==> src/rtl/contador_programa.sv <==
// contador_programa: program counter and instruction-fetch stage.
//
// Fetches one instruction word at a time from instruction memory with a
// req/ack handshake and holds it for decode with a valid/ready handshake.
// On acceptance the next PC is chosen from sequential, branch or jump,
// using the sign-extended immediate returned by the extension stage.
// A fetch that waits ESPERA_MAX cycles without an ack parks the block in
// a terminal error state until reset.
//
// Optional build macro: CONTADOR_INSTR_EN adds the n_instr
// acceptance counter output.
//
// Ports:
//   clk, rst_n           clock, asynchronous active-low reset
//   mem_req, mem_addr    fetch request / address (mem_addr == pc)
//   mem_ack, mem_dado    memory response strobe / instruction word
//   instr, instr_valid   registered instruction and its valid flag
//   instr_ready          decode accepts instr this cycle
//   desvio, salto        branch / jump (salto has priority), acceptance only
//   ext_imm              sign-extended immediate from the extension stage
//   pc, pc_mais4         current PC and PC + 4
//   erro                 sticky fetch-timeout flag
//   n_instr              acceptance count (CONTADOR_INSTR_EN only)
module contador_programa #(
  parameter logic [31:0] RESET_PC   = 32'h0000_0000,
  parameter int unsigned ESPERA_MAX = 15
) (
  input  logic        clk,
  input  logic        rst_n,
  output logic        mem_req,
  output logic [31:0] mem_addr,
  input  logic        mem_ack,
  input  logic [31:0] mem_dado,
  output logic [31:0] instr,
  output logic        instr_valid,
  input  logic        instr_ready,
  input  logic        desvio,
  input  logic        salto,
  input  logic [31:0] ext_imm,
  output logic [31:0] pc,
  output logic [31:0] pc_mais4,
  output logic        erro
`ifdef CONTADOR_INSTR_EN
  ,
  output logic [31:0] n_instr
`endif
);

  localparam logic [1:0] OCIOSO = 2'd0;
  localparam logic [1:0] BUSCA  = 2'd1;
  localparam logic [1:0] VALIDO = 2'd2;
  localparam logic [1:0] ERRO   = 2'd3;

  // The counter holds the number of ack-less BUSCA cycles already seen, so
  // the ESPERA_MAX-th ack-less cycle is the one where it equals LIMITE.
  localparam logic [7:0] LIMITE = 8'(ESPERA_MAX - 1);

  logic [1:0]  estado_q, estado_d;
  logic [31:0] pc_q, pc_d;
  logic [31:0] instr_q, instr_d;
  logic [7:0]  espera_q, espera_d;
  logic        erro_q, erro_d;

  logic        aceite;
  logic [31:0] pc_seq, pc_salto, pc_desvio;

  assign pc_seq    = pc_q + 32'd4;
  assign pc_salto  = {pc_seq[31:28], ext_imm[25:0], 2'b00};
  assign pc_desvio = pc_seq + (ext_imm << 2);
  assign aceite    = (estado_q == VALIDO) && instr_ready;

  always_comb begin
    estado_d = estado_q;
    pc_d     = pc_q;
    instr_d  = instr_q;
    espera_d = espera_q;
    erro_d   = erro_q;
    case (estado_q)
      OCIOSO: estado_d = BUSCA;
      BUSCA: begin
        // An ack in the limit cycle still completes the fetch.
        if (mem_ack) begin
          instr_d  = mem_dado;
          espera_d = '0;
          estado_d = VALIDO;
        end else if (espera_q == LIMITE) begin
          erro_d   = 1'b1;
          estado_d = ERRO;
        end else begin
          espera_d = espera_q + 8'd1;
        end
      end
      VALIDO: begin
        if (aceite) begin
          if (salto)       pc_d = pc_salto;
          else if (desvio) pc_d = pc_desvio;
          else             pc_d = pc_seq;
          estado_d = BUSCA;
        end
      end
      ERRO: estado_d = ERRO;
    endcase
  end

  always_ff @(posedge clk or negedge rst_n) begin
    if (!rst_n) begin
      estado_q <= OCIOSO;
      pc_q     <= RESET_PC;
      instr_q  <= '0;
      espera_q <= '0;
      erro_q   <= 1'b0;
    end else begin
      estado_q <= estado_d;
      pc_q     <= pc_d;
      instr_q  <= instr_d;
      espera_q <= espera_d;
      erro_q   <= erro_d;
    end
  end

  assign mem_req     = (estado_q == BUSCA);
  assign mem_addr    = pc_q;
  assign instr       = instr_q;
  assign instr_valid = (estado_q == VALIDO);
  assign pc          = pc_q;
  assign pc_mais4    = pc_seq;
  assign erro        = erro_q;

`ifdef CONTADOR_INSTR_EN
  logic [31:0] n_instr_q;

  always_ff @(posedge clk or negedge rst_n) begin
    if (!rst_n)      n_instr_q <= '0;
    else if (aceite) n_instr_q <= n_instr_q + 32'd1;
  end

  assign n_instr = n_instr_q;
`endif

endmodule

==> config.mk <==
export PLATFORM = sky130hd
export DESIGN_NAME = contador_programa
export DESIGN_NICKNAME = d
export VERILOG_FILES = /design/src/rtl/contador_programa.sv
export SDC_FILE = /design/constraint.sdc
export NUM_CORES = 1
export LEC_CHECK = 0
export CAP_MARGIN = 40
export CORE_UTILIZATION = 45
export CTS_CLUSTER_SIZE = 28
export DETAILED_ROUTE_END_ITERATION = 8
export PLACE_DENSITY = 0.79
export SYNTH_ARGS = -nofsm -noshare
export SYNTH_HDL_FRONTEND = slang
export SYNTH_SLANG_ARGS = --single-unit
export TNS_END_PERCENT = 30
==> constraint.sdc <==
create_clock -name clk -period 9.6 [get_ports clk]
set_input_delay 1.92 -clock clk [delete_from_list [all_inputs] [get_ports clk]]
set_output_delay 1.92 -clock clk [all_outputs]
set_load 0.005 [all_outputs]
---- After elaboration in Yosys (flattened, before gate mapping) ----
Cells that the tools add are included.
storage, ports and cells
  flip-flop bits (word level) ............. 75
  latch bits .............................. 0
  memory bits (writable) .................. 0
  ROM bits ................................ 0
  output and inout port bits .............. 131
  word-level logic and storage cells ...... 31
  memories kept ........................... 0
cells by class
  add/subtract/negate cells ............... 3
  multiply operators ...................... 0
  div/mod/pow operators ................... 0
  magnitude comparators ................... 0
  equality and inequality tests ........... 7
  shift operators ......................... 0
  mux-type cells .......................... 8
  bitwise gates (word level) .............. 1
  reduce and logical (&&, ||, !) cells .... 7
operators by type and width
  cell                   number
  $mux 32                2
  $add 32x3->32 const B  1
  $add 32x32->32         1
  $mux 8                 2
  $add 8x1->8 const B    1
  $eq 8x4->1 const B     1
  $pmux 2 s4             1
  $reduce_and 2->1       4
  $mux 2                 3
  $eq 2x2->1 const B     2
  $ne 3x1->1 const B     1
  $reduce_and 3->1       1
  $eq 2x1->1 const B     1
  $logic_not 2->1        1
  $ne 2x1->1 const B     1
  $ne 2x2->1 const B     1
  $logic_and 1x1->1      1
  $not 1->1              1

---- Depth between registers and ports, before layout ----
Gate-level depths: netlist (run 1).
  word-level depth ........................ 4
  gate-level depth with buffers ........... 17
  depth with buffers taken out ............ 15

---- Least setup slack after synthesis (run 1) ----
Ideal clock, no wire load.
  kind .................................... input to register
  start ................................... input ext_imm[0]
  end ..................................... register pc_q[24] (netlist: mem_addr[24])
  library setup time ...................... 121 ps
  data arrival time ....................... 4101 ps
  data required time ...................... 9479 ps
  setup slack ............................. 5378 ps
  stages .................................. 10
  path buffers ............................ 0
  cells stage by stage .................... ha_1 fa_1 a211oi_2 nor2_1 o31ai_1 a21oi_1 a311o_1 a211oi_1 o21ai_1 a22o_1
between the ends
  cells in the longest elaborated chain, start to end .. 3
RTL lines
  item                  RTL line  source
  start, declared       39        input logic [31:0] ext_imm,
  $add 32x32->32        69        assign pc_desvio = pc_seq + (ext_imm << 2);
  $mux 32               96        else if (desvio) pc_d = pc_desvio;
  $mux 32               95        if (salto) pc_d = pc_salto;
  end signal, assigned  114       pc_q <= pc_d;
  end, declared         59        logic [31:0] pc_q, pc_d;
Every way passes these cells.
A chain may end at the register's enable or synchronous reset.

---- Final worst setup path (run 1) ----
  start ................................... register pc_q[2] (netlist: mem_addr[2])
  end ..................................... output pc_mais4[30]
between the ends
  cells in the longest elaborated chain, start to end .. 1
RTL lines
  item           RTL line  source
  $add 32x3->32  67        assign pc_seq = pc_q + 32'd4;
  end, declared  41        output logic [31:0] pc_mais4,
Every way passes these cells.

==> results.md, run 1 <==
- Clk pwr share: 13.4%
- CP delay by family, top: simple AND/OR/NAND/NOR gates
- Min-delay src: estado_q[0]
- DR vias: 5756
- Global-route wire length before repair: around 29000 µm
- FILL cells: 1101
- Ys Warns: 0
- H-tree Lvls: 3
- Hold Buf Count CTS: 0
- CP cell instances: ha_1 -> and3_1 -> nand4_2 -> nor2_4 -> nand4_1 -> xnor2_1 -> clkdlybuf4s50_1
- CP Launch Type: flop
- Longest Clk Path Bufs: 2
- Crit path from: mem_addr[2]
- Fraction of layout cells with a size suffix above 1: around 8.8%
- Critical path depth: 7
- #FFs+latches synth: between 70 and 80
- Setup repair bufs after CTS: 0
- Height of the die: between 100 and 150 µm
- DRT iter0 DRCs: 386
- Relative slew margins: 43.4%
- Hold depth: 2
- Cells after Synth: 697
- CTS tree: built
- Synth top area share: 30.2%
- Worst-Margin Slew: 0.849 ns
- Die ar.: roughly 14000 µm²
- Worst IR Drop VDD: 0.144 mV
- Grt ovf: 0
- Slowest cell on the critical path: clkdlybuf4s50_1
- Main synth FF type: dfrtp_1
- Drt first pass iters: 5
- Drt total wl: ~18000 µm
- Clock skew: 0.0106 ns
- Cell Int Power: 1.46 mW
- Area Overhead vs Synth: 33.9%
- Top cells by count, synth: dfrtp_1 (73), nand2_1 (70), a21oi_1 (55)
- Status: finished, final reports clean
- Critical Path Sink Type: primary output
- Final setup violation count: 0
- Antenna diodes: 0
- Yosys top cell by area: dfrtp_1
- Inserted Clock Buffers: 9
- Drt via density: 5.63
- Post-layout nets: around 950
- Worst Path Required: 7.68 ns
- Pre-CTS setup slack: 4.55 ns
- Max incr delay on CP: ~0.57 ns
- Remaining antenna violation count: 0
- CTS sink count: between 70 and 80
- Post-synthesis cell area: 6040 µm²
- Reg2reg setup slack: 5.24 ns
- Top-count cell post-synth: dfrtp_1
- Arrival @ worst endpoint: approximately 3.2 ns
- Max Cap Viol: 0
- Gate power share: 62.4%
- Synthesized area per cell: approximately 8.7 µm²
- Final Hold Viols: 0
- Resized Gates After CTS: 0
- Flop pwr share: 24.1%
- Leak: 3.45 nW
- Overall Global Routing Usage: 25.5%
- Largest cells by area after synthesis: dfrtp_1 (30%), ha_1 (7.9%), mux2_2 (6.3%)
- Largest net degree at the start of global routing: 62
- Clock Pin Slew Worst Setup and Hold Paths: about 0.060 ns
- Insertion delay to the later sink of the worst-skew pair: 0.34 ns
- Post-synth EDFFs: 0
- Die width: 118 µm
- Gpl congestion: 1.02
- Ports: 201
- Core area: 12900 µm²
- PnR worst setup slack: 4.50 ns
- Worst R2R Path Depth: 15
- Number of global-route vias before repair: 5412
- RSZ-0062 raised after global routing: false
- Psw: 987 µW
- Hold/Removal Path Class: flop to flop
- Tcrit/Tclk final: a little over half
- Routed len/inst: 17.2 µm
- P per Cell Area: 303 nW/µm²
- Root Driver: clkbuf_16
- Antenna violations before repair: 0
- CP max FO: 8
- Cell Rows: 41
- Slew Limit Fails: 0
- Hpwl dp: between 10000 and 15000 µm
- CP Class: flop to primary output
- Setup Total Neg Slack: 0 ns
- Buf/Inv on CP: 1
- FFs w/ async S/R, synth: 100%
- Distinct cells, synth: 73
- Sequential cell area fraction in the yosys report: 30.2%
- Initial Utilization: between 40% and 50%
- Sw Share: 40.3%
- Post-route minimum period: a little over 5 ns
- RR Startpoint: mem_addr[2]
- Max frequency: 0.196 GHz
- Port-buffer cells: 192
- DRC violations left: 0
-- cell families after synthesis --
| kind of cell | after synthesis | share of synthesized area, % |
|---|---|---|
| adders and majority gates | 39 | 8.20 |
| xor gates and xnor gates | 49 | 7.10 |
| and+or+nand+nor | 226 | 19.0 |
| AOI/OAI and AO/OA | 190 | 19.7 |
| DFF | 73 | 30.2 |
| muxes | 42 | 7.66 |
| other | 1 | 0.0620 |
| buffers and inverters | 77 | 8.11 |
-- state kept, by name (all words and copies together), names as in the netlist --
signal,cells
estado_q,2
mem_addr,30
espera_q,8
erro,1
instr,32
-- worst register-to-register path, delay by kind of cell, from the launching register on --
| family | cells | cell delay (ns) |
|---|---|---|
| adders and majority gates | 2 | 0.78 |
| xor gates and xnor gates | 1 | 0.19 |
| DFF | 1 | 0.49 |
| muxes | 1 | 0.16 |
| AOI/OAI and AO/OA | 5 | 1.28 |
| and+or+nand+nor | 6 | 1.34 |
-- final cells by class --
| class | instances | area [µm²] | area share [%] |
|---|---|---|---|
| Multi-Input combinational cell | 552 | 3750 | 46.3 |
| Timing Repair Buffer | 197 | 1980 | 24.4 |
| Sequential cell | 73 | 1830 | 22.6 |
| Clock buffer | 9 | 225 | 2.78 |
| Tap cell | 172 | 215 | 2.66 |
| Clock inverter | 7 | 60.1 | 0.742 |
| Inverter | 12 | 45.0 | 0.556 |
-- worst paths after layout --
check / endpoint
hold reg to reg: estado_q[1]
min in group asynchronous: mem_addr[9]
hold / removal: estado_q[1]
max in group asynchronous: instr[10]
setup / recovery: pc_mais4[30]
setup reg to reg: mem_addr[31]
-- routing by layer --
metal  vias up  track usage (%)  part of all wire, %
met5         -                0                    0
met1      2687             33.8                   43
met3        21             3.73                  7.5
li1       2791                -                    -
met4         0             6.65                  1.6
met2       257             43.2                   48
-- power groups by stage --
stage	registers [mW]	clock network (mW)	logic [mW]
5_1_grt	0.612	0.350	1.67
4_1_cts	0.589	0.336	1.52
6_report	0.591	0.329	1.53
3_3_place_gp	0.588	0	1.50
3_5_place_dp	0.594	0	1.51
2_1_floorplan	0.573	0	0.907
-- metrics by stage --
step,hold WS [ns],util [%],std cells,instance area (µm²),power [mW]
after detailed placement,0.468,60.7,1006,7810,2.11
final,0.488,62.9,1022,8100,2.45
after global placement,0.438,60.4,1005,7780,2.09
after global routing,0.501,62.9,1022,8100,2.63
after floorplan,0.442,-,702,6060,1.48
after CTS,0.493,62.9,1022,8100,2.45
-- cells in the final DEF, fill, tap and decap left out, drive strengths merged, types with 9 or more instances in the layout --
master	count
xnor2	35
nor2	43
nand3	25
o21ai	56
a21o	16
ha	38
clkbuf	9
inv	16
a211oi	10
xor2	14
nand4	15
dfrtp	73
nand2	70
clkdlybuf4s50	191
a21oi	55
a31oi	10
mux2	34
nor3	21
and3	12
No activity file was read; power rests on OpenSTA's default activity.
==> run 2, diff against run 1 <==
- CORE_UTILIZATION: 45 -> 43
- clock period: 9.6 -> 4.6 ns (I/O delays scaled with it)
==> run 2 against run 1 <==
Power increased by 110%. Non-clock buffer count increased by 3. Worst setup slack got worse by 4.0 ns. Combinational power increased by 110%.
==> results.md, run 2 (synthesis gave the netlist of run 1 again) <==
- CTS tree: built (unchanged)
- CP max FO: 8 (unchanged)
- Buf/Inv on CP: 0 (was 1)
- Max incr delay on CP: 0.49 ns (was 0.57 ns)
- Initial Utilization: 44.9% (was 46.9%)
- PnR worst setup slack: 0.456 ns (was 4.50 ns)
- CP delay by family, top: simple AND/OR/NAND/NOR gates (unchanged)
- Setup Total Neg Slack: 0 ns (unchanged)
- Worst R2R Path Depth: 15 (unchanged)
- Hpwl dp: 13700 µm (was 13300 µm)
- Number of global-route vias before repair: 5451 (was 5412)
- Largest register FFs: 32 (unchanged)
- Tcrit/Tclk final: 90.1%
- Drt total wl: 17800 µm (was 17600 µm)
- Clk pwr share: 14.9% (was 13.4%)
- Ports: 201 (unchanged)
- Final Hold Viols: 0 (unchanged)
- Fraction of layout cells with a size suffix above 1: 9.14% (was 8.82%)
- Status: finished, final reports clean (unchanged)
- Drt via density: 5.68 (was 5.63)
- Post-DP Area: 7840 µm² (was 7810 µm²)
- Crit path from: mem_addr[3] (was mem_addr[2])
- RSZ-0062 raised after global routing: false (unchanged)
- CP cell instances: ha_1 -> and3_1 -> nand4_2 -> nor2_4 -> nand3_1 -> xnor2_1 -> ha_1 -> a211o_1 -> a31oi_1 -> o31ai_1 -> nor4_1 -> a31oi_1 -> nand4_2 -> mux2i_1 -> a221o_1 (was ha_1 -> and3_1 -> nand4_2 -> nor2_4 -> nand4_1 -> xnor2_1 -> clkdlybuf4s50_1)
- Worst Path Required: 4.82 ns (was 7.68 ns)
- Setup repair bufs after CTS: 0 (unchanged)
- Flop pwr share: 23.8% (was 24.1%)
- RR Startpoint: mem_addr[3] (was mem_addr[2])
- CP Class: flop to flop (was flop to primary output)
- Reg2reg end: mem_addr[31] (unchanged)
- DRC violations left: 0 (unchanged)
- DRT iter0 DRCs: 456 (was 386)
- Clock skew: 0.00637 ns (was 0.0106 ns)
- Most common cell after layout, fill and taps aside: clkdlybuf4s50_1 (unchanged)
- Post-layout nets: 957 (was 954)
- Max frequency: 0.241 GHz
- Arrival @ worst endpoint: 4.36 ns (was 3.18 ns)
- Hold Buf Count CTS: 0 (unchanged)
- Clock Pin Slew Worst Setup and Hold Paths: 0.06 ns (about the same)
- Post-route minimum period: a little over 4 ns
- P per Cell Area: 639 nW/µm² (was 303 nW/µm²)
- Grt ovf: 0 (unchanged)
- Hold depth: 1 (was 2)
- Reg2reg setup slack: 0.46 ns (was 5.24 ns)
- Drt first pass iters: 5 (unchanged)
- Root Driver: clkbuf_16 (unchanged)
- CP Launch Type: flop (unchanged)
- Antenna diodes: 0 (unchanged)
- Global-route wire length before repair: 28100 µm (was 28600 µm)
- Finished Cell Area: 8160 µm² (was 8100 µm²)
- Critical path depth: 15 (was 7)
- Largest net degree at the start of global routing: 46 (was 62)
- Resized Gates After CTS: 0 (unchanged)
- Gpl congestion: 0.896 (was 1.02)
- Height of the die: 121 µm (was 118 µm)
- Insertion delay to the later sink of the worst-skew pair: 0.34 ns (about the same)
- Most frequent cells in the layout: clkdlybuf4s50_1 (191), dfrtp_1 (73), nand2_1 (70), a21oi_1 (55), o21ai_0 (52) (unchanged)
- Die ar.: 14500 µm² (was 13900 µm²)
- Cell Int Power: 3.17 mW (was 1.46 mW)
- Routed len/inst: 17.3 µm (was 17.2 µm)
- Remaining antenna violation count: 0 (unchanged)
- Gate power share: 61.4% (was 62.4%)
- Longest Clk Path Bufs: 2 (unchanged)
- Core area: 13500 µm² (was 12900 µm²)
- CTS sink count: 73 (unchanged)
- Leak: 3.49 nW (was 3.45 nW)
- FILL cells: 1185 (was 1101)
- Critical Path End: mem_addr[31] (was pc_mais4[30])
- Slowest cell on the critical path: o31ai_1 (was clkdlybuf4s50_1)
- Psw: 2.05 mW (was 987 µW)
- Critical Path Sink Type: flop (was primary output)
- DR vias: 5849 (was 5756)
- Inserted Clock Buffers: 9 (unchanged)
- Final setup violation count: 0 (unchanged)
- Worst IR Drop VDD: 0.305 mV (was 0.144 mV)
- Slew Limit Fails: 0 (unchanged)
- Port-buffer cells: 192 (unchanged)
- H-tree Lvls: 3 (unchanged)
- Antenna violations before repair: 0 (unchanged)
- Die width: 121 µm (was 118 µm)
- Relative slew margins: 42.1% (was 43.4%)
- Pre-CTS setup slack: 0.461 ns (was 4.55 ns)
- Worst-Margin Slew: 0.867 ns (was 0.849 ns)
- Cell Rows: 42 (was 41)
- Sw Share: 39.3% (was 40.3%)
- Max Cap Viol: 0 (unchanged)
- Hold/Removal Path Class: flop to flop (unchanged)
- Area Overhead vs Synth: 35.0% (was 33.9%)
- Overall Global Routing Usage: 24.5% (was 25.5%)
[run 2: through the flow]
| step | cells | power [mW] | utilization [%] | hold WS, ns |
|---|---|---|---|---|
| 3_5_place_dp | 1013 | 4.43 | 58.3 | 0.452 |
| 5_1_grt | 1029 | 5.58 | 60.7 | 0.479 |
| 6_report | 1029 | 5.22 | 60.7 | 0.458 |
| 2_1_floorplan | 702 | 3.09 | - | 0.442 |
| 4_1_cts | 1029 | 5.22 | 60.7 | 0.462 |
| 3_3_place_gp | 1012 | 4.37 | 58.1 | 0.447 |
[run 2: worst min path at each step]
| stage | from | end |
|---|---|---|
| after floorplan | espera_q[7] | espera_q[7] |
| after global placement | erro | erro |
| after detailed placement | erro | erro |
| after CTS | erro | erro |
| after global routing | erro | erro |
| final | erro | erro |
[run 2: layout make-up]
type / count / area (µm²) / area share, %
clock buffers: 9 / 225 / 2.76
clock inverters: 7 / 100 / 1.23
repair buffers: 200 / 2000 / 24.5
multi-input cells: 552 / 3750 / 45.9
flip-flops and latches: 73 / 1830 / 22.4
inverters: 12 / 45.0 / 0.552
well taps: 176 / 220 / 2.70
[run 2: power by group through the flow]
stage / clock network, mW / logic [mW] / registers (mW)
floorplan: 0 / 1.89 / 1.19
CTS: 0.784 / 3.20 / 1.24
global route: 0.809 / 3.49 / 1.28
finish: 0.775 / 3.20 / 1.24
global placement: 0 / 3.14 / 1.23
detailed placement: 0 / 3.18 / 1.25
[run 2: worst reg2reg max path: cells and delay by family, from the launching register on]
kind	cells	cell delay [ns]
AOI/OAI and AO/OA	5	1.19
xor gates and xnor gates	1	0.20
adders and majority gates	2	0.77
DFF	1	0.48
muxes	1	0.15
and+or+nand+nor	6	1.24
[run 2: per-layer routing]
metal / global-route usage, % / wire length, µm / vias to the layer above
met5: 0 / 0 / -
met4: 9.57 / 408 / 0
met3: 3.16 / 1070 / 29
met2: 39.6 / 8420 / 235
met1: 33.2 / 7860 / 2793
li1: - / - / 2792
